File: src/rtl/mem_stage_access.sv
// rtl/mem_stage_access.sv - MEM stage: condition check, NZCV register, data-memory handshake, MEM/WB register
// Conditional loads/stores hold the pipeline in WAIT until mem_ack or a MAX_WAIT timeout.
module mem_stage_access #(
   parameter int MAX_WAIT = 16
) (
   input  logic        clk,
   input  logic        rst,
   input  logic        PCSrcM,
   input  logic        RegWriteM,
   input  logic        MemtoRegM,
   input  logic        MemWriteM,
   input  logic        FlagsWriteM,
   input  logic [31:0] ALUOutM,
   input  logic [31:0] WriteDataM,
   input  logic [31:0] PCM,
   input  logic [3:0]  WA3M,
   input  logic [3:0]  CondM,
   input  logic [3:0]  ALUFlagsM,
   output logic        mem_req,
   output logic        mem_we,
   output logic [31:0] mem_addr,
   output logic [31:0] mem_wdata,
   input  logic [31:0] mem_rdata,
   input  logic        mem_ack,
   output logic        stallM,
   output logic [3:0]  FlagsQ,
   output logic        PCSrcW,
   output logic        RegWriteW,
   output logic        MemtoRegW,
   output logic [31:0] ReadDataW,
   output logic [31:0] ALUOutW,
   output logic [31:0] PCW,
   output logic [3:0]  WA3W,
   output logic        mem_err
);

   localparam int CW = $clog2(MAX_WAIT) + 1;
   localparam logic [0:0] ST_IDLE = 1'b0;
   localparam logic [0:0] ST_WAIT = 1'b1;

   logic [0:0]    state_q, state_d;
   logic [CW-1:0] cnt_q, cnt_d;
   logic          mem_req_q, mem_req_d;
   logic          mem_we_q, mem_we_d;
   logic [31:0]   mem_addr_q, mem_addr_d;
   logic [31:0]   mem_wdata_q, mem_wdata_d;
   logic [3:0]    flags_q, flags_d;
   logic          mem_err_q, mem_err_d;
   logic          cap_pcsrc_q, cap_pcsrc_d;
   logic          cap_regwrite_q, cap_regwrite_d;
   logic          cap_memtoreg_q, cap_memtoreg_d;
   logic [31:0]   cap_pc_q, cap_pc_d;
   logic [3:0]    cap_wa3_q, cap_wa3_d;
   logic          pcsrc_w_q, pcsrc_w_d;
   logic          regwrite_w_q, regwrite_w_d;
   logic          memtoreg_w_q, memtoreg_w_d;
   logic [31:0]   readdata_w_q, readdata_w_d;
   logic [31:0]   aluout_w_q, aluout_w_d;
   logic [31:0]   pc_w_q, pc_w_d;
   logic [3:0]    wa3_w_q, wa3_w_d;

   logic cond_ex;
   logic acc;
   logic fn, fz, fc, fv;

   assign fn = flags_q[3];
   assign fz = flags_q[2];
   assign fc = flags_q[1];
   assign fv = flags_q[0];

   always_comb begin
      cond_ex = 1'b0;
      case (CondM)
         4'b0000: cond_ex = fz;
         4'b0001: cond_ex = ~fz;
         4'b0010: cond_ex = fc;
         4'b0011: cond_ex = ~fc;
         4'b0100: cond_ex = fn;
         4'b0101: cond_ex = ~fn;
         4'b0110: cond_ex = fv;
         4'b0111: cond_ex = ~fv;
         4'b1000: cond_ex = fc & ~fz;
         4'b1001: cond_ex = ~fc | fz;
         4'b1010: cond_ex = (fn == fv);
         4'b1011: cond_ex = (fn != fv);
         4'b1100: cond_ex = ~fz & (fn == fv);
         4'b1101: cond_ex = fz | (fn != fv);
         4'b1110: cond_ex = 1'b1;
         default: cond_ex = 1'b0;
      endcase
   end

   assign acc    = cond_ex & (MemWriteM | MemtoRegM);
   assign stallM = ((state_q == ST_IDLE) & acc) | (state_q == ST_WAIT);

   // WB registers reload every cycle; anything not explicitly loaded becomes a bubble.
   always_comb begin
      state_d        = state_q;
      cnt_d          = cnt_q;
      mem_req_d      = mem_req_q;
      mem_we_d       = mem_we_q;
      mem_addr_d     = mem_addr_q;
      mem_wdata_d    = mem_wdata_q;
      flags_d        = flags_q;
      mem_err_d      = mem_err_q;
      cap_pcsrc_d    = cap_pcsrc_q;
      cap_regwrite_d = cap_regwrite_q;
      cap_memtoreg_d = cap_memtoreg_q;
      cap_pc_d       = cap_pc_q;
      cap_wa3_d      = cap_wa3_q;
      pcsrc_w_d      = 1'b0;
      regwrite_w_d   = 1'b0;
      memtoreg_w_d   = 1'b0;
      readdata_w_d   = 32'd0;
      aluout_w_d     = 32'd0;
      pc_w_d         = 32'd0;
      wa3_w_d        = 4'd0;
      case (state_q)
         ST_IDLE: begin
            if (FlagsWriteM & cond_ex) begin
               flags_d = ALUFlagsM;
            end
            if (acc) begin
               mem_req_d      = 1'b1;
               mem_we_d       = MemWriteM;
               mem_addr_d     = ALUOutM;
               mem_wdata_d    = WriteDataM;
               cap_pcsrc_d    = PCSrcM;
               cap_regwrite_d = RegWriteM;
               cap_memtoreg_d = MemtoRegM;
               cap_pc_d       = PCM;
               cap_wa3_d      = WA3M;
               cnt_d          = '0;
               state_d        = ST_WAIT;
            end else begin
               pcsrc_w_d    = PCSrcM & cond_ex;
               regwrite_w_d = RegWriteM & cond_ex;
               aluout_w_d   = ALUOutM;
               pc_w_d       = PCM;
               wa3_w_d      = WA3M;
            end
         end
         default: begin
            if (mem_ack) begin
               mem_req_d    = 1'b0;
               mem_we_d     = 1'b0;
               pcsrc_w_d    = cap_pcsrc_q;
               regwrite_w_d = cap_regwrite_q;
               memtoreg_w_d = cap_memtoreg_q;
               readdata_w_d = mem_we_q ? 32'd0 : mem_rdata;
               aluout_w_d   = mem_addr_q;
               pc_w_d       = cap_pc_q;
               wa3_w_d      = cap_wa3_q;
               state_d      = ST_IDLE;
            end else if (cnt_q == CW'(MAX_WAIT - 1)) begin
               mem_req_d = 1'b0;
               mem_we_d  = 1'b0;
               mem_err_d = 1'b1;
               state_d   = ST_IDLE;
            end else begin
               cnt_d = cnt_q + 1'b1;
            end
         end
      endcase
   end

   always_ff @(posedge clk or posedge rst) begin
      if (rst) begin
         state_q        <= ST_IDLE;
         cnt_q          <= '0;
         mem_req_q      <= 1'b0;
         mem_we_q       <= 1'b0;
         mem_addr_q     <= 32'd0;
         mem_wdata_q    <= 32'd0;
         flags_q        <= 4'd0;
         mem_err_q      <= 1'b0;
         cap_pcsrc_q    <= 1'b0;
         cap_regwrite_q <= 1'b0;
         cap_memtoreg_q <= 1'b0;
         cap_pc_q       <= 32'd0;
         cap_wa3_q      <= 4'd0;
         pcsrc_w_q      <= 1'b0;
         regwrite_w_q   <= 1'b0;
         memtoreg_w_q   <= 1'b0;
         readdata_w_q   <= 32'd0;
         aluout_w_q     <= 32'd0;
         pc_w_q         <= 32'd0;
         wa3_w_q        <= 4'd0;
      end else begin
         state_q        <= state_d;
         cnt_q          <= cnt_d;
         mem_req_q      <= mem_req_d;
         mem_we_q       <= mem_we_d;
         mem_addr_q     <= mem_addr_d;
         mem_wdata_q    <= mem_wdata_d;
         flags_q        <= flags_d;
         mem_err_q      <= mem_err_d;
         cap_pcsrc_q    <= cap_pcsrc_d;
         cap_regwrite_q <= cap_regwrite_d;
         cap_memtoreg_q <= cap_memtoreg_d;
         cap_pc_q       <= cap_pc_d;
         cap_wa3_q      <= cap_wa3_d;
         pcsrc_w_q      <= pcsrc_w_d;
         regwrite_w_q   <= regwrite_w_d;
         memtoreg_w_q   <= memtoreg_w_d;
         readdata_w_q   <= readdata_w_d;
         aluout_w_q     <= aluout_w_d;
         pc_w_q         <= pc_w_d;
         wa3_w_q        <= wa3_w_d;
      end
   end

   assign mem_req   = mem_req_q;
   assign mem_we    = mem_we_q;
   assign mem_addr  = mem_addr_q;
   assign mem_wdata = mem_wdata_q;
   assign FlagsQ    = flags_q;
   assign mem_err   = mem_err_q;
   assign PCSrcW    = pcsrc_w_q;
   assign RegWriteW = regwrite_w_q;
   assign MemtoRegW = memtoreg_w_q;
   assign ReadDataW = readdata_w_q;
   assign ALUOutW   = aluout_w_q;
   assign PCW       = pc_w_q;
   assign WA3W      = wa3_w_q;

endmodule

File: config.mk
export PLATFORM = sky130hd
export DESIGN_NAME = mem_stage_access
export DESIGN_NICKNAME = d
export VERILOG_FILES = /design/src/rtl/mem_stage_access.sv
export SDC_FILE = /design/constraint.sdc
export NUM_CORES = 1
export LEC_CHECK = 0
export CAP_MARGIN = 15
export CELL_PAD_IN_SITES_DETAIL_PLACEMENT = 1
export CELL_PAD_IN_SITES_GLOBAL_PLACEMENT = 1
export CORE_MARGIN = 2
export CORE_UTILIZATION = 39
export CTS_BUF_LIST = sky130_fd_sc_hd__clkbuf_8
export DETAILED_ROUTE_END_ITERATION = 8
export HOLD_SLACK_MARGIN = 0.08
export PLACE_DENSITY = 0.84
export SLEW_MARGIN = 0
export SYNTH_ARGS = -nofsm -noshare
export SYNTH_HDL_FRONTEND = slang
export SYNTH_SLANG_ARGS = --single-unit
File: constraint.sdc
create_clock -name clk -period 11.1 [get_ports clk]
set_input_delay 2.22 -clock clk [delete_from_list [all_inputs] [get_ports clk]]
set_output_delay 2.22 -clock clk [all_outputs]
set_load 0.02 [all_outputs]
==> metrics.yaml, run 1 <==
critical_path:
  crit_chain: "clkdlybuf4s50_1 > xor2_1 > a311o_1 > a311oi_2 > o221a_4 > o21ba_4 > inv_1 > clkdlybuf4s50_1"
  cp.required_ns: 8.88
  cpPeakStageDelay_ns: 0.57
  path_buf_inv: 3
  crit_slowest_cell: "clkdlybuf4s50_1"
  reg2reg_slack_ns: 8.23
  critPathLaunchType: "input port"
  path_class: "input port to output pin"
  timing.rr.start: "FlagsQ[2]"
  path_max_fanout: 8
  cp_top_family: "buffers and inverters"
  critPathCaptureType: "output pin"
  crit_path_frequent_cell: "clkdlybuf4s50_1"
  cp.arrival_ns: 4.68
  cp-startpoint: "CondM[0]"
synth:
  netlist_instances: 528
  syn-num-nets: 678
  yosys_warnings: 0
  yosysTopAreaCellShare_pct: 64.28
  synth_edf_count: 0
  ys.flop_type: "dfrtp_1"
  synth.top_cells.by_area: "dfrtp_1 (64%), mux2_4 (16%), a22o_1 (7.0%), and2_1 (2.4%), mux2_2 (2.0%)"
  synth_area_per_cell_sq_um: 16.15
  yosys_register_bits: 219
  yosysUniqueCellTypes: 39
  syn_area_sq_um: 8526
  yosysTopAreaCell: "dfrtp_1"
  yosysSeqAreaShare_pct: 64.28
  synth_async_sr_flop_share_pct: 100.0
grt:
  grt_first_pass_wirelength_mm: 38.23
  grt_max_degree: 142
  antenna_found_initial: 2
  grt_usage_pct: 20.85
  grt_pass1_vias: 6510
  grt_overflow: 0
sta:
  timing.final.setup_violations: 0
  rsz0062_at_grt: "false"
  setup_ws_ns: 4.202
  worst_slew_pin_slew_ns: 1.046
  post-route-period-util_pct: 62.14
  setup_tns_ns: 0
  fmax_mhz: 145.0
  finalHoldViolCount: 0
  finClkSkew_ns: 0.01839
  slew_headroom_pct: 30.25
  slew_violations: 0
  fin_crit_ns: 6.898
finish:
  fin_cells: 1168
  stdcell_area_sq_um: 12710
  area_delta_synth_final_pct: 49.10
  drive_gt1_share_pct: 19.98
  nets: 1012
  final_util_pct: 58.80
  fillers: 2089
floorplan:
  start_util_pct: 39.43
  die_h_um: 151.9
  ios: 323
  rows: 54
  die_w_um: 151.9
  die_area_sq_um: 23060
  coreArea_sq_um: 21620
clocking:
  clock_path_buffers: 3
  cts_setup_buffers: 0
  numCtsBuffers: 39
  cts.sinks: 219
  clkTransAtPathRegs_ns: 0.06
  cts_resized: 0
  cts_tree: "done"
  clk_latency_ns: 0.51
  htreeDepth: 2
  holdBufCountCts: 0
  root_buffer: "clkbuf_8"
placement:
  place.detailed.hpwl_mm: 16.18
  placed_cells: 1100
  port_buffers: 322
  detailed_place.area_sq_um: 11910
  dp_worst_setup_slack_ns: 4.212
  place_congestion: 0.7740
pwr:
  ir_worst_vdd_mv: 0.1943
  power.leakage_nw: 5.727
  power.density_nw_per_um2: 294.6
detailed_routing:
  wl_per_cell_um: 20.82
  drcViolationCount: 0
  vias: 5776
  drt_iter0_drc: 190
  via_per_inst: 4.945
  firstDrtPassIters: 4
  ant_nets: 0
  finalWirelength_mm: 24.32
min_path:
  min_from: "mem_err"
  worstHoldPathType: "register to register"
run:
  drv_cap: 0
outcome:
  status: "finished, final reports clean"
==> final timing paths <==
check,endpoint,cells after the start
worst min register to register,mem_err,1
worst max-delay path,stallM,8
worst max register to register,cap_pc_q[26],7
min in group asynchronous,ReadDataW[27],2
max in group asynchronous,cap_pc_q[2],3
worst min-delay path,mem_err,1
==> cells in the mapped netlist, types with 2 or more instances <==
master,instances
xnor2_1,2
nor2b_1,3
and3_1,3
buf_6,14
nand2_1,8
buf_2,8
mux2_2,15
nor3_1,2
or2_2,2
inv_1,8
a32o_1,2
a31oi_1,2
a22o_1,68
o21ai_0,6
mux2_4,93
ha_1,2
and2_1,33
clkbuf_1,13
nand3b_1,3
nor2_1,3
o22ai_1,2
dfrtp_1,219
==> cell usage in the layout (no fill, tap or decap), drive strengths merged <==
cell / instances
and3: 3
and3b: 1
a311oi: 1
o22ai: 2
o221a: 1
ha: 2
a22o: 68
a32o: 2
nand4: 1
a31o: 1
clkbuf: 52
nand2: 8
o21ai: 6
nand3b: 3
nand2b: 1
xor2: 1
nor4b: 1
xnor2: 2
a31oi: 2
nor3b: 1
clkinv: 1
nor3: 3
and2: 33
a2bb2oi: 1
diode: 2
or2: 2
mux2i: 1
a221oi: 1
a22oi: 1
nor2: 3
clkdlybuf4s50: 322
o21ba: 1
nor2b: 3
inv: 20
mux2: 108
buf: 6
nand3: 1
dfrtp: 219
a311o: 1
==> power breakdown <==
group          total [mW]  internal, mW  switching (mW)
Clock               0.733         0.413           0.320
Sequential           1.33          1.13           0.197
Combinational        1.68         0.914           0.771
Total                3.75          2.46            1.29
==> area by class of cell <==
class	instances	area [sq um]	share of cell area (%)
antenna	2	5.005	0.03937
timing repair buffer	328	3288	25.87
clock buffer	52	715.7	5.630
inverter	8	37.54	0.2953
sequential	219	5480	43.11
tap	280	350.3	2.756
clock inverter	13	50.05	0.3937
multi-input combinational	266	2785	21.91
==> layer usage <==
metal,vias to the layer above,track usage [%],wire length [um]
met1,2942,25.53,9740
met2,235,35.50,12320
met5,-,0,0
li1,2555,-,-
met4,0,6.943,641
met3,44,6.132,1613
==> metrics by stage <==
step                      hold WS (ns)  total power [mW]
after floorplan                 0.4659             2.281
after global placement          0.4544             2.964
after detailed placement        0.4579             3.020
after CTS                       0.4725             3.788
after global routing            0.5095             3.934
final                           0.4713             3.745
==> logic make-up (layout without fill, tap and decap cells) <==
family | count (synthesis) | count (layout) | synth area share (%)
DFF | 219 | 219 | 64.28
muxes | 109 | 109 | 18.48
AOI/OAI and AO/OA | 88 | 88 | 8.908
and+or+nand+nor | 64 | 64 | 4.491
buffers and inverters | 43 | 401 | 3.243
xor gates and xnor gates | 3 | 3 | 0.3082
adders and majority gates | 2 | 2 | 0.2935
other | 0 | 2 | 0
==> registers in the layout, summed over array words and instances (netlist names), 4 cells and up <==
register,cells
cap_pc_q,32
WA3W,4
FlagsQ,4
mem_addr,32
cap_wa3_q,4
mem_wdata,32
ALUOutW,32
ReadDataW,32
cnt_q,5
PCW,32
(Power assumes the default switching activity.)
==> run 2: changes to the inputs <==
- CORE_UTILIZATION: 39 -> 33
- PLACE_DENSITY: 0.84 -> 0.76
- clock period: 11.1 -> 5.7 ns (I/O delays scaled with it)
==> metrics.yaml, run 2 (synthesis results as in run 1) <==
outcome:
  status: "finished, final reports clean"
clocking:
  clkTransAtPathRegs_ns: 0.05
  clk_latency_ns: 0.52
  root_buffer: "clkbuf_8"
  cts.sinks: 219
  cts_resized: 0
  cts_tree: "done"
  holdBufCountCts: 0
  htreeDepth: 2
  numCtsBuffers: 39
  clock_path_buffers: 3
  cts_setup_buffers: 0
pwr:
  p_comb_share_pct: 45.0
  switching_power_mw: 2.487
  power.leakage_nw: 5.741
  p_int_mw: 4.777
  finalPower_mw: 7.263
  power.density_nw_per_um2: 567.5
  seq_power_share_pct: 35.4
  clock_power_share_pct: 19.6
  ir_worst_vdd_mv: 0.3828
  p_sw_share_pct: 34.24
finish:
  layout.cells.most_common_list: "clkdlybuf4s50_1 (322), dfrtp_1 (219), mux2_4 (93)"
  area_delta_synth_final_pct: 50.12
  nets: 1013
  final_common_cell: "clkdlybuf4s50_1"
  stdcell_area_sq_um: 12800
  drive_gt1_share_pct: 20.00
critical_path:
  cpPeakStageDelay_ns: 0.58
  path_max_fanout: 8
  path_buf_inv: 3
  crit_slowest_cell: "clkdlybuf4s50_1"
  crit_chain: "clkdlybuf4s50_1 > xor2_1 > a311o_1 > a311oi_2 > o221a_4 > o21ba_4 > inv_1 > clkdlybuf4s50_1"
  path_class: "input port to output pin"
  cp_top_family: "buffers and inverters"
  cp.required_ns: 4.56
  cp.arrival_ns: 3.61
  critPathCaptureType: "output pin"
  critPathLaunchType: "input port"
  crit_path_frequent_cell: "clkdlybuf4s50_1"
placement:
  detailed_place.area_sq_um: 12030
  place.detailed.hpwl_mm: 16.24
  dp_worst_setup_slack_ns: 0.9465
  port_buffers: 322
  place_congestion: 0.7482
grt:
  grt_overflow: 0
  grt_usage_pct: 17.67
  antenna_found_initial: 2
  grt_pass1_vias: 6508
  grt_max_degree: 126
  grt_first_pass_wirelength_mm: 37.18
detailed_routing:
  drt_iter0_drc: 277
  vias: 5750
  firstDrtPassIters: 4
  finalWirelength_mm: 23.95
  drcViolationCount: 0
  wl_per_cell_um: 19.62
  ant_nets: 0
  via_per_inst: 4.709
sta:
  setup_ws_ns: 0.9517
  timing.final.setup_violations: 0
  post-route-period-util_pct: 83.30
  setup_tns_ns: 0
  slew_headroom_pct: 30.77
  finClkSkew_ns: 0.01584
  fin_crit_ns: 4.748
  rsz0062_at_grt: "false"
  worst_slew_pin_slew_ns: 1.034
  slew_violations: 0
  finalHoldViolCount: 0
  fmax_mhz: 210.6
floorplan:
  rows: 58
  die_h_um: 164.7
  ios: 323
  die_w_um: 164.7
  start_util_pct: 33.76
  coreArea_sq_um: 25250
  die_area_sq_um: 27140
min_path:
  worstHoldPathType: "register to register"
run:
  drv_cap: 0
==> run 2: cell count changes in the layout (fill, tap and decap cells not counted), sizes merged <==
cell / delta
clkinv: +2
bufinv: +1
diode: -1
inv: +2
clkbuf: -4
buf: +1
clkinvlp: +2
==> run 2: power by group through the flow <==
stage / registers, mW / logic, mW / clock network (mW)
2_1_floorplan: 3.14 / 1.30 / 0
3_3_place_gp: 2.55 / 3.25 / 0
3_5_place_dp: 2.60 / 3.30 / 0
4_1_cts: 2.58 / 3.32 / 1.49
5_1_grt: 2.66 / 3.47 / 1.56
6_report: 2.57 / 3.27 / 1.43
==> run 2: layout make-up <==
class | instances | area (sq um)
Antenna cell | 1 | 2.502
Clock buffer | 48 | 660.6
Clock inverter | 20 | 108.9
Fill cell | 2541 | 12460
Inverter | 8 | 33.78
Multi-Input combinational cell | 266 | 2786
Sequential cell | 219 | 5480
Tap cell | 330 | 412.9
Timing Repair Buffer | 329 | 3313
==> run 2: worst register-to-register path, cell delays in order, from the launching register on <==
cell and delay, ns:
dfrtp_1 0.41, xor2_1 0.16, a311o_1 0.38, a311oi_2 0.27, o221a_4 0.28, o21ba_4 0.16
buf_4 0.66, a22o_1 0.31
==> run 2: path summary, 6_finish.rpt <==
path                                       to  slack [ns]       from  cells past startpoint
worst max-delay path                   stallM        0.95   CondM[0]                      8
worst min-delay path                  mem_err        0.48    mem_err                      1
worst max register to register        PCW[11]        3.02  FlagsQ[1]                      7
worst min register to register        mem_err        0.48    mem_err                      1
max in group asynchronous         ALUOutW[11]        3.41        rst                      4
min in group asynchronous       ReadDataW[16]        1.17        rst                      3
==> run 2: per-layer routing <==
| metal | vias to the layer above | routed length [um] | global-route usage (%) |
|---|---|---|---|
| met5 | - | 13 | 0 |
| met4 | 2 | 537 | 4.822 |
| met3 | 41 | 1953 | 6.128 |
| met2 | 216 | 12030 | 30.56 |
| met1 | 2933 | 9415 | 20.91 |
| li1 | 2558 | - | - |
==> run 2: stage by stage <==
stage	cells	util (%)	hold slack (ns)
3_5_place_dp	1152	47.62	0.4600
4_1_cts	1220	50.67	0.4774
6_report	1221	50.68	0.4759
2_1_floorplan	528	-	0.4659
3_3_place_gp	1152	47.62	0.4540
5_1_grt	1221	50.68	0.5099
